[config.mk]
export PLATFORM = sky130hd
export DESIGN_NAME = sys_bridge_ic
export DESIGN_NICKNAME = d
export VERILOG_FILES = /design/src/rtl/sys_bus_pkg.sv /design/src/rtl/irq_ctrl.sv /design/src/rtl/sys_bridge_ic.sv
export SDC_FILE = /design/constraint.sdc
export NUM_CORES = 1
export LEC_CHECK = 0
export CAP_MARGIN = 20
export CORE_AREA = 2 2 83 85
export DETAILED_ROUTE_END_ITERATION = 8
export DIE_AREA = 0 0 85 87
export PLACE_DENSITY = 0.81
export RECOVER_POWER = 50
export SETUP_SLACK_MARGIN = 0.02
export SLEW_MARGIN = 20
export SYNTH_ARGS = -nofsm -noshare
export SYNTH_HDL_FRONTEND = slang
export SYNTH_SLANG_ARGS = --single-unit
[constraint.sdc]
create_clock -name clk -period 5.9 [get_ports clk]
set_clock_uncertainty 0.1 [all_clocks]
set_input_delay 1.18 -clock clk [delete_from_list [all_inputs] [get_ports clk]]
set_output_delay 1.18 -clock clk [all_outputs]
set_load 0.03 [all_outputs]
[src/rtl/sys_bus_pkg.sv]
// Shared constants for the CPU-side system bridge and its interrupt controller.
package sys_bus_pkg;

    // Maximum number of devices and interrupt channels
    localparam int MAX_DEV = 6;

    // Default address map
    localparam logic [31:0] DEF_DEV_BASE = 32'h0000_7F00;
    localparam logic [31:0] DEF_IC_BASE  = 32'h0000_7F80;

    // Interrupt controller register word offsets (praddr[3:2])
    localparam logic [1:0] IC_PEND = 2'd0;
    localparam logic [1:0] IC_MASK = 2'd1;
    localparam logic [1:0] IC_ACK  = 2'd2;
    localparam logic [1:0] IC_MODE = 2'd3;

endpackage

[src/rtl/irq_ctrl.sv]
// Interrupt controller: per-channel edge/level pending capture, mask, ack and
// registered hwint output.
module irq_ctrl
    import sys_bus_pkg::*;
#(
    parameter int         N_DEV     = 2,
    parameter logic [5:0] EDGE_MODE = 6'b000000,
    parameter logic [5:0] MASK_RST  = 6'b111111
) (
    input  logic             clk,
    input  logic             reset,
    input  logic [N_DEV-1:0] dev_irq,
    input  logic             wr_en,
    input  logic [1:0]       wr_off,
    input  logic [5:0]       wr_data,
    output logic [5:0]       pend,
    output logic [5:0]       mask,
    output logic [5:0]       hwint
);

    logic [5:0] irq_w;
    logic [5:0] irq_q;
    logic [5:0] pend_nxt;
    logic [5:0] ack;
    logic       armed;

    // ACK strobe: one-cycle write-1-to-clear vector
    assign ack = (wr_en && wr_off == IC_ACK) ? wr_data : 6'h00;

    // Per-channel next-pending; channels beyond N_DEV stay tied to 0
    for (genvar gi = 0; gi < MAX_DEV; gi++) begin : g_ch
        if (gi < N_DEV) begin : g_live
            assign irq_w[gi] = dev_irq[gi];
            if (EDGE_MODE[gi]) begin : g_edge
                // Set wins over simultaneous ack; no edges are seen until
                // irq_q has sampled the line once after reset.
                assign pend_nxt[gi] = (armed & irq_w[gi] & ~irq_q[gi]) |
                                      (pend[gi] & ~ack[gi]);
            end else begin : g_level
                assign pend_nxt[gi] = irq_w[gi];
            end
        end else begin : g_dead
            assign irq_w[gi]    = 1'b0;
            assign pend_nxt[gi] = 1'b0;
        end
    end

    // Pending, mask, delayed irq and hwint state
    always_ff @(posedge clk) begin
        if (reset) begin
            irq_q <= 6'h00;
            armed <= 1'b0;
            pend  <= 6'h00;
            mask  <= MASK_RST;
            hwint <= 6'h00;
        end else begin
            irq_q <= irq_w;
            armed <= 1'b1;
            pend  <= pend_nxt;
            if (wr_en && wr_off == IC_MASK)
                mask <= wr_data;
            hwint <= pend & mask;
        end
    end

endmodule

[src/rtl/sys_bridge_ic.sv]
// System bridge: decodes CPU accesses onto N_DEV 16-byte device windows plus
// the interrupt controller window, muxes read data and flags unmapped accesses.
module sys_bridge_ic
    import sys_bus_pkg::*;
#(
    parameter int          N_DEV     = 2,
    parameter logic [31:0] DEV_BASE  = DEF_DEV_BASE,
    parameter logic [31:0] IC_BASE   = DEF_IC_BASE,
    parameter logic [5:0]  EDGE_MODE = 6'b000000,
    parameter logic [5:0]  MASK_RST  = 6'b111111
) (
    input  logic                 clk,
    input  logic                 reset,
    input  logic [31:0]          praddr,
    input  logic [31:0]          prwd,
    input  logic                 prwe,
    input  logic [3:0]           prbe,
    output logic [31:0]          prrd,
    output logic                 prerr,
    output logic [1:0]           devaddr,
    output logic [31:0]          devwd,
    output logic [3:0]           devbe,
    output logic [N_DEV-1:0]     dev_we,
    input  logic [32*N_DEV-1:0]  dev_rd,
    input  logic [N_DEV-1:0]     dev_irq,
    output logic [5:0]           hwint
);

    logic [N_DEV-1:0]       sel_dev;
    logic [N_DEV-1:0][31:0] dev_rd_sel;
    logic [31:0]            dev_mux;
    logic                   sel_ic;
    logic                   ic_we;
    logic [5:0]             pend;
    logic [5:0]             mask;
    logic                   unused_addr;

    assign unused_addr = ^praddr[1:0];

    // Device pass-through
    assign devaddr = praddr[3:2];
    assign devwd   = prwd;
    assign devbe   = prbe;

    // Per-device window decode, write strobe and gated read data
    for (genvar gi = 0; gi < N_DEV; gi++) begin : g_dev
        localparam logic [31:0] WIN = DEV_BASE + 32'(16 * gi);
        assign sel_dev[gi]    = (praddr[31:4] == WIN[31:4]);
        assign dev_we[gi]     = prwe & sel_dev[gi];
        assign dev_rd_sel[gi] = sel_dev[gi] ? dev_rd[32*gi +: 32] : 32'h0;
    end

    assign sel_ic = (praddr[31:4] == IC_BASE[31:4]);
    assign prerr  = ~(|sel_dev | sel_ic);

    // Controller writes only on full-word access
    assign ic_we = prwe & sel_ic & (prbe == 4'hF);

    // Same-cycle read mux; windows are disjoint so OR-combining is safe
    always_comb begin
        dev_mux = 32'h0;
        for (int i = 0; i < N_DEV; i++)
            dev_mux = dev_mux | dev_rd_sel[i];
        prrd = 32'h0;
        if (|sel_dev) begin
            prrd = dev_mux;
        end else if (sel_ic) begin
            case (praddr[3:2])
                IC_PEND: prrd = {26'h0, pend};
                IC_MASK: prrd = {26'h0, mask};
                IC_ACK:  prrd = 32'h0;
                default: prrd = {26'h0, EDGE_MODE};
            endcase
        end
    end

    irq_ctrl #(
        .N_DEV     (N_DEV),
        .EDGE_MODE (EDGE_MODE),
        .MASK_RST  (MASK_RST)
    ) u_irq (
        .clk     (clk),
        .reset   (reset),
        .dev_irq (dev_irq),
        .wr_en   (ic_we),
        .wr_off  (praddr[3:2]),
        .wr_data (prwd[5:0]),
        .pend    (pend),
        .mask    (mask),
        .hwint   (hwint)
    );

endmodule

Word-level counts from Yosys, hierarchy flattened
Cells that the tools add are included.
{"block": "word_totals", "word_cells": 25, "ramBits": 0, "latch_bits": 0, "output_inout_bits": 79, "romBits": 0, "mem_count": 0, "regBits": 18}
{"block": "op_classes", "eq_ne": 5, "bitwise": 8, "n_mul": 0, "n_div": 0, "reduce_logical": 3, "shift": 0, "n_mux": 5, "add_sub_neg": 0, "order_cmp": 0}
{"operator": "32-bit 2-to-1 mux", "count": 3}
{"operator": "28-bit by 11-bit == test with 1-bit output, second input constant", "count": 3}
{"operator": "32-bit bitwise OR", "count": 1}
{"operator": "6-bit one-hot mux with 2 select lines", "count": 1}
{"operator": "6-bit AND", "count": 1}
{"operator": "6-bit 2-to-1 mux", "count": 1}
{"operator": "1-bit AND", "count": 4}
{"operator": "4-bit == test, second input constant", "count": 1}
{"operator": "2-bit by 1-bit == test with 1-bit output, second input constant", "count": 1}
{"operator": "2-bit zero test", "count": 1}
{"operator": "2-bit OR reduction", "count": 1}
{"operator": "1-bit logical AND", "count": 1}
{"operator": "1-bit NOT", "count": 1}
{"operator": "1-bit bitwise OR", "count": 1}

Logic depth before layout (Yosys ltp)
{"block": "logic_depth", "ltp_word": 4, "depth_mapped": 7}

Cells and area by module
A second synthesis with hierarchy kept.
{"block": "unflattened", "hier_cells": 190, "hier_area_um2": 1766.7}
{"mod": "sys_bridge_ic", "cells_per_inst": 145, "area_per_inst_um2": 1328.8, "instances": 1}
{"mod": "irq_ctrl", "cells_per_inst": 45, "area_per_inst_um2": 437.9, "instances": 1}

Worst setup path after synthesis
OpenSTA, ideal clock, no wires.
{"block": "synth_timing", "kind": "input -> output", "startpoint": "input port praddr[17]", "endpoint": "output port dev_we[0]", "setup_slack_ns": 1.305, "required_time_ns": 4.620, "arrival_ns": 3.315, "stages": 6, "path_cell_list": "or4_4 -> or4_4 -> buf_6 -> or3_4 -> buf_6 -> nor3b_2"}
{"block": "synth_between", "elab_chain_cells": 2}
{"element": "start, declared", "line": "sys_bridge_ic.sv:14", "source": "input logic [31:0] praddr,"}
{"element": "28-bit by 11-bit == test with 1-bit output", "line": "sys_bridge_ic.sv:48", "source": "assign sel_dev[gi] = (praddr[31:4] == WIN[31:4]);"}
{"element": "1-bit AND", "line": "sys_bridge_ic.sv:49", "source": "assign dev_we[gi] = prwe & sel_dev[gi];"}
{"element": "end, declared", "line": "sys_bridge_ic.sv:23", "source": "output logic [N_DEV-1:0] dev_we,"}
No other way between the ends.

Worst setup path in the final report
{"block": "layout_timing", "startpoint": "input port praddr[17]", "endpoint": "output port prrd[9]"}
{"block": "layout_between", "elab_chain_cells": 4}
{"element": "28-bit by 11-bit == test with 1-bit output", "line": "sys_bridge_ic.sv:48"}
{"element": "32-bit 2-to-1 mux", "line": "sys_bridge_ic.sv:50", "source": "assign dev_rd_sel[gi] = sel_dev[gi] ? dev_rd[32*gi +: 32] : 32'h0;"}
{"element": "32-bit bitwise OR", "line": "sys_bridge_ic.sv:63", "source": "dev_mux = dev_mux | dev_rd_sel[i];"}
{"element": "32-bit 2-to-1 mux (*)", "line": "sys_bridge_ic.sv:65", "source": "if (|sel_dev) begin"}
{"element": "end, declared", "line": "sys_bridge_ic.sv:18", "source": "output logic [31:0] prrd,"}
Mark *: on every way between the ends. The rest lies on a longest branch, timed or not.

==> results.md <==
- Antenna viol nets, final: 0
- CP max stage cell: clkdlybuf4s50_1
- Endpoint of the worst-slack reg-to-reg timing path: u_irq.mask[0]$_SDFFE_PP1P_
- Clk Latency, worst-skew pair: 0.23 ns
- Total gr overflow: 0
- Setup crit end kind: primary output
- Clock slew at reported path FFs: 0.04 ns
- Ys flop type: dfxtp_1
- Reg-to-reg startpoint: u_irq.mask[0]$_SDFFE_PP1P_
- HPWL after DPL: 4520 um
- CP Data Required Time: 4.62 ns
- Layout area overhead: 85.2%
- Synth Instances: 188
- Ys Warns: 0
- Die height: 87 um
- Largest net degree at the start of global routing: 37
- Max VDD drop: 0.0720 mV
- Area used by multi-input combinational logic: 992 um^2
- Critical path class: input port to primary output
- Synth async-reset ratio: 0%
- Num ports: 216
- Hold buffers post-CTS: 0
- Die width: 85 um
- Worst Reg-to-Reg Cells: 2
- Distinct cells, synth: 28
- Type of the tightest min-delay check: register to register
- Syn Std Cell Area: 1590 um^2
- Vias in the first global route: 1,709
- Layout fillers: 650
- Fraction of layout cells with a size suffix above 1: 10.6%
- Outcome: finished clean
- Arr. time, crit path: 4.24 ns
- Ant. Diodes: 0
- Total GRT Usage: 13.5%
- WL final: 5140 um
- CTS tree: done
- Crit path cell chain: clkdlybuf4s50_1 -> or4_4 -> or4_4 -> or3_4 -> buf_12 -> nor2_4 -> clkdlybuf4s50_1
- Initial antenna violation count: 0
- Area of the die: 7400 um^2
- Sequential cell area: 200 um^2
- Pins Over Slew Limit: 0
- Crit start category: input port
- Seq/Total Area, Yosys: 12.6%
- DRC Markers: 0
- Clk sink count: 10
- H-tree depth: 1
- Post-Layout Inst Area: 2940 um^2
- Nets: 440
- Placer Congestion: 0.767
- Final hold violations: 0
- Worst hold start: u_irq.pend[1]$_SDFF_PP0_
- Worst Tran Pin Value: 0.975 ns
- First-pass DRT Iterations: 5
- Tcrit/Tclk final: 93.6%
- CTS Buffer Depth: 2
- Via/cell ratio: 4.49
- Leak pwr: 1.09 nW
- FF+latch count, synth: 10
- Worst setup slack after layout: 0.380 ns
- DR iter-0 viols: 37
- Via count: 1,710
- Placed Area: 2900 um^2
- Min Tclk post-route: 5.52 ns
- # setup viols final: 0
- Reg2Reg Setup Slack: 5.22 ns
- Setup WS pre-CTS: 0.370 ns
- Post-CTS Setup Inserts: 0
- Global-route wire length before repair: 8230 um
- Starting Density: 24.2%
- Number of buffers added on ports: 157
- Drt wl/cell: 13.5 um
- Unrepaired setup endpoints after global routing: no
- Slew HR: 34.1%
- Crit Path Max Fanout: 16
- Post-synth EDFFs: 0
- Row count: 30
- Max Cap Violations: 0
- Fmax: 181 MHz
- Post-cts sizing count: 0
- Crit-path max cell delay: 0.68 ns
- WHS Endpoint: u_irq.hwint[1]$_SDFF_PP0_
- Power per cell area: 92.4 nW/um^2
- CTS root buf: clkbuf_8
- CTS buffer count: 3
- Fin Setup TNS: 0 ns
- Avg Inst Size Synth: 8.45 um^2
- Hold Path Cell Cnt: 2
- Core ar.: 6570 um^2
==> routing by layer <==
layer | vias to the layer above | GRT usage (%) | share of wire, %
li1 | 842 | - | -
met1 | 752 | 15.7 | 37
met2 | 99 | 24.5 | 52
met3 | 17 | 3.70 | 9.2
met4 | 0 | 3.32 | 1.7
met5 | - | 0 | 0
==> critical path: cells and delay by family <==
kind | cells | cell delay, ns
buf+inv | 3 | 1.29
simple gates | 4 | 1.75
==> state kept, by name, summed over array words and instances, names as in the netlist <==
register,count
u_irq.mask,6
u_irq.hwint,2
u_irq.pend,2
==> how the worst max path moves through the flow <==
stage / from / slack, ns / cells after the start / endpoint
after floorplan: praddr[17] / 1.30 / 6 / dev_we[0]
after global placement: praddr[17] / 0.37 / 7 / prrd[9]
after detailed placement: praddr[17] / 0.37 / 7 / prrd[13]
after CTS: praddr[17] / 0.37 / 7 / prrd[9]
after global routing: praddr[17] / 0.30 / 7 / prrd[9]
final: praddr[17] / 0.38 / 7 / prrd[9]
==> logic make-up after synthesis <==
logic type	count (synthesis)	share of synthesized area, %
AOI/OAI and AO/OA	19	8.98
buffers and inverters	54	25.7
DFF	10	12.6
muxes	34	21.4
other	1	0.236
and+or+nand+nor	70	31.1
==> through the flow <==
step	std cells	util [%]	total power [W]	hold WS [ns]
floorplan	191	-	0.000161	0.316
global placement	378	44.2	0.000206	0.329
detailed placement	378	44.2	0.000208	0.342
CTS	381	44.8	0.000275	0.350
global route	381	44.8	0.000288	0.370
finish	381	44.8	0.000272	0.346
==> power breakdown <==
group / internal [W] / total (W) / leakage, nW / switching, W
clock: 0.0000443 / 0.0000672 / 0.0216 / 0.0000228
combinational: 0.0000855 / 0.000135 / 0.983 / 0.0000497
sequential: 0.0000691 / 0.0000696 / 0.0817 / 0.000000497
total: 0.000199 / 0.000272 / 1.09 / 0.0000730
==> Yosys cell counts, types with 3 or more instances <==
library cell / n / share of area (%)
a21oi_1: 4 / 1.3
a41oi_1: 6 / 3.3
and3_1: 3 / 1.2
buf_1: 4 / 0.94
buf_4: 42 / 20
clkbuf_1: 4 / 0.94
dfxtp_1: 10 / 13
mux2i_1: 34 / 21
nand2_1: 10 / 2.4
nor2_1: 19 / 4.5
nor2_4: 20 / 14
nor4_1: 4 / 1.6
o31ai_1: 6 / 2.8
==> cell usage in the layout (no fill, tap or decap), types with 6 or more instances in the layout <==
| master | synthesis | routed |
|---|---|---|
| nor2_4 | 20 | 20 |
| a41oi_1 | 6 | 6 |
| o31ai_1 | 6 | 6 |
| dfxtp_1 | 10 | 10 |
| clkdlybuf4s50_1 | 0 | 148 |
| nor2_1 | 19 | 19 |
| dlygate4sd3_1 | 0 | 8 |
| nand2_1 | 10 | 10 |
| mux2i_1 | 34 | 34 |
==> cell type report <==
type / instances / area share, %
Timing Repair Buffer: 161 / 54.7
Multi-Input combinational cell: 127 / 33.7
Sequential cell: 10 / 6.80
Tap cell: 80 / 3.40
Clock buffer: 3 / 1.40
Note: power is estimated with default switching activity, not from simulation.
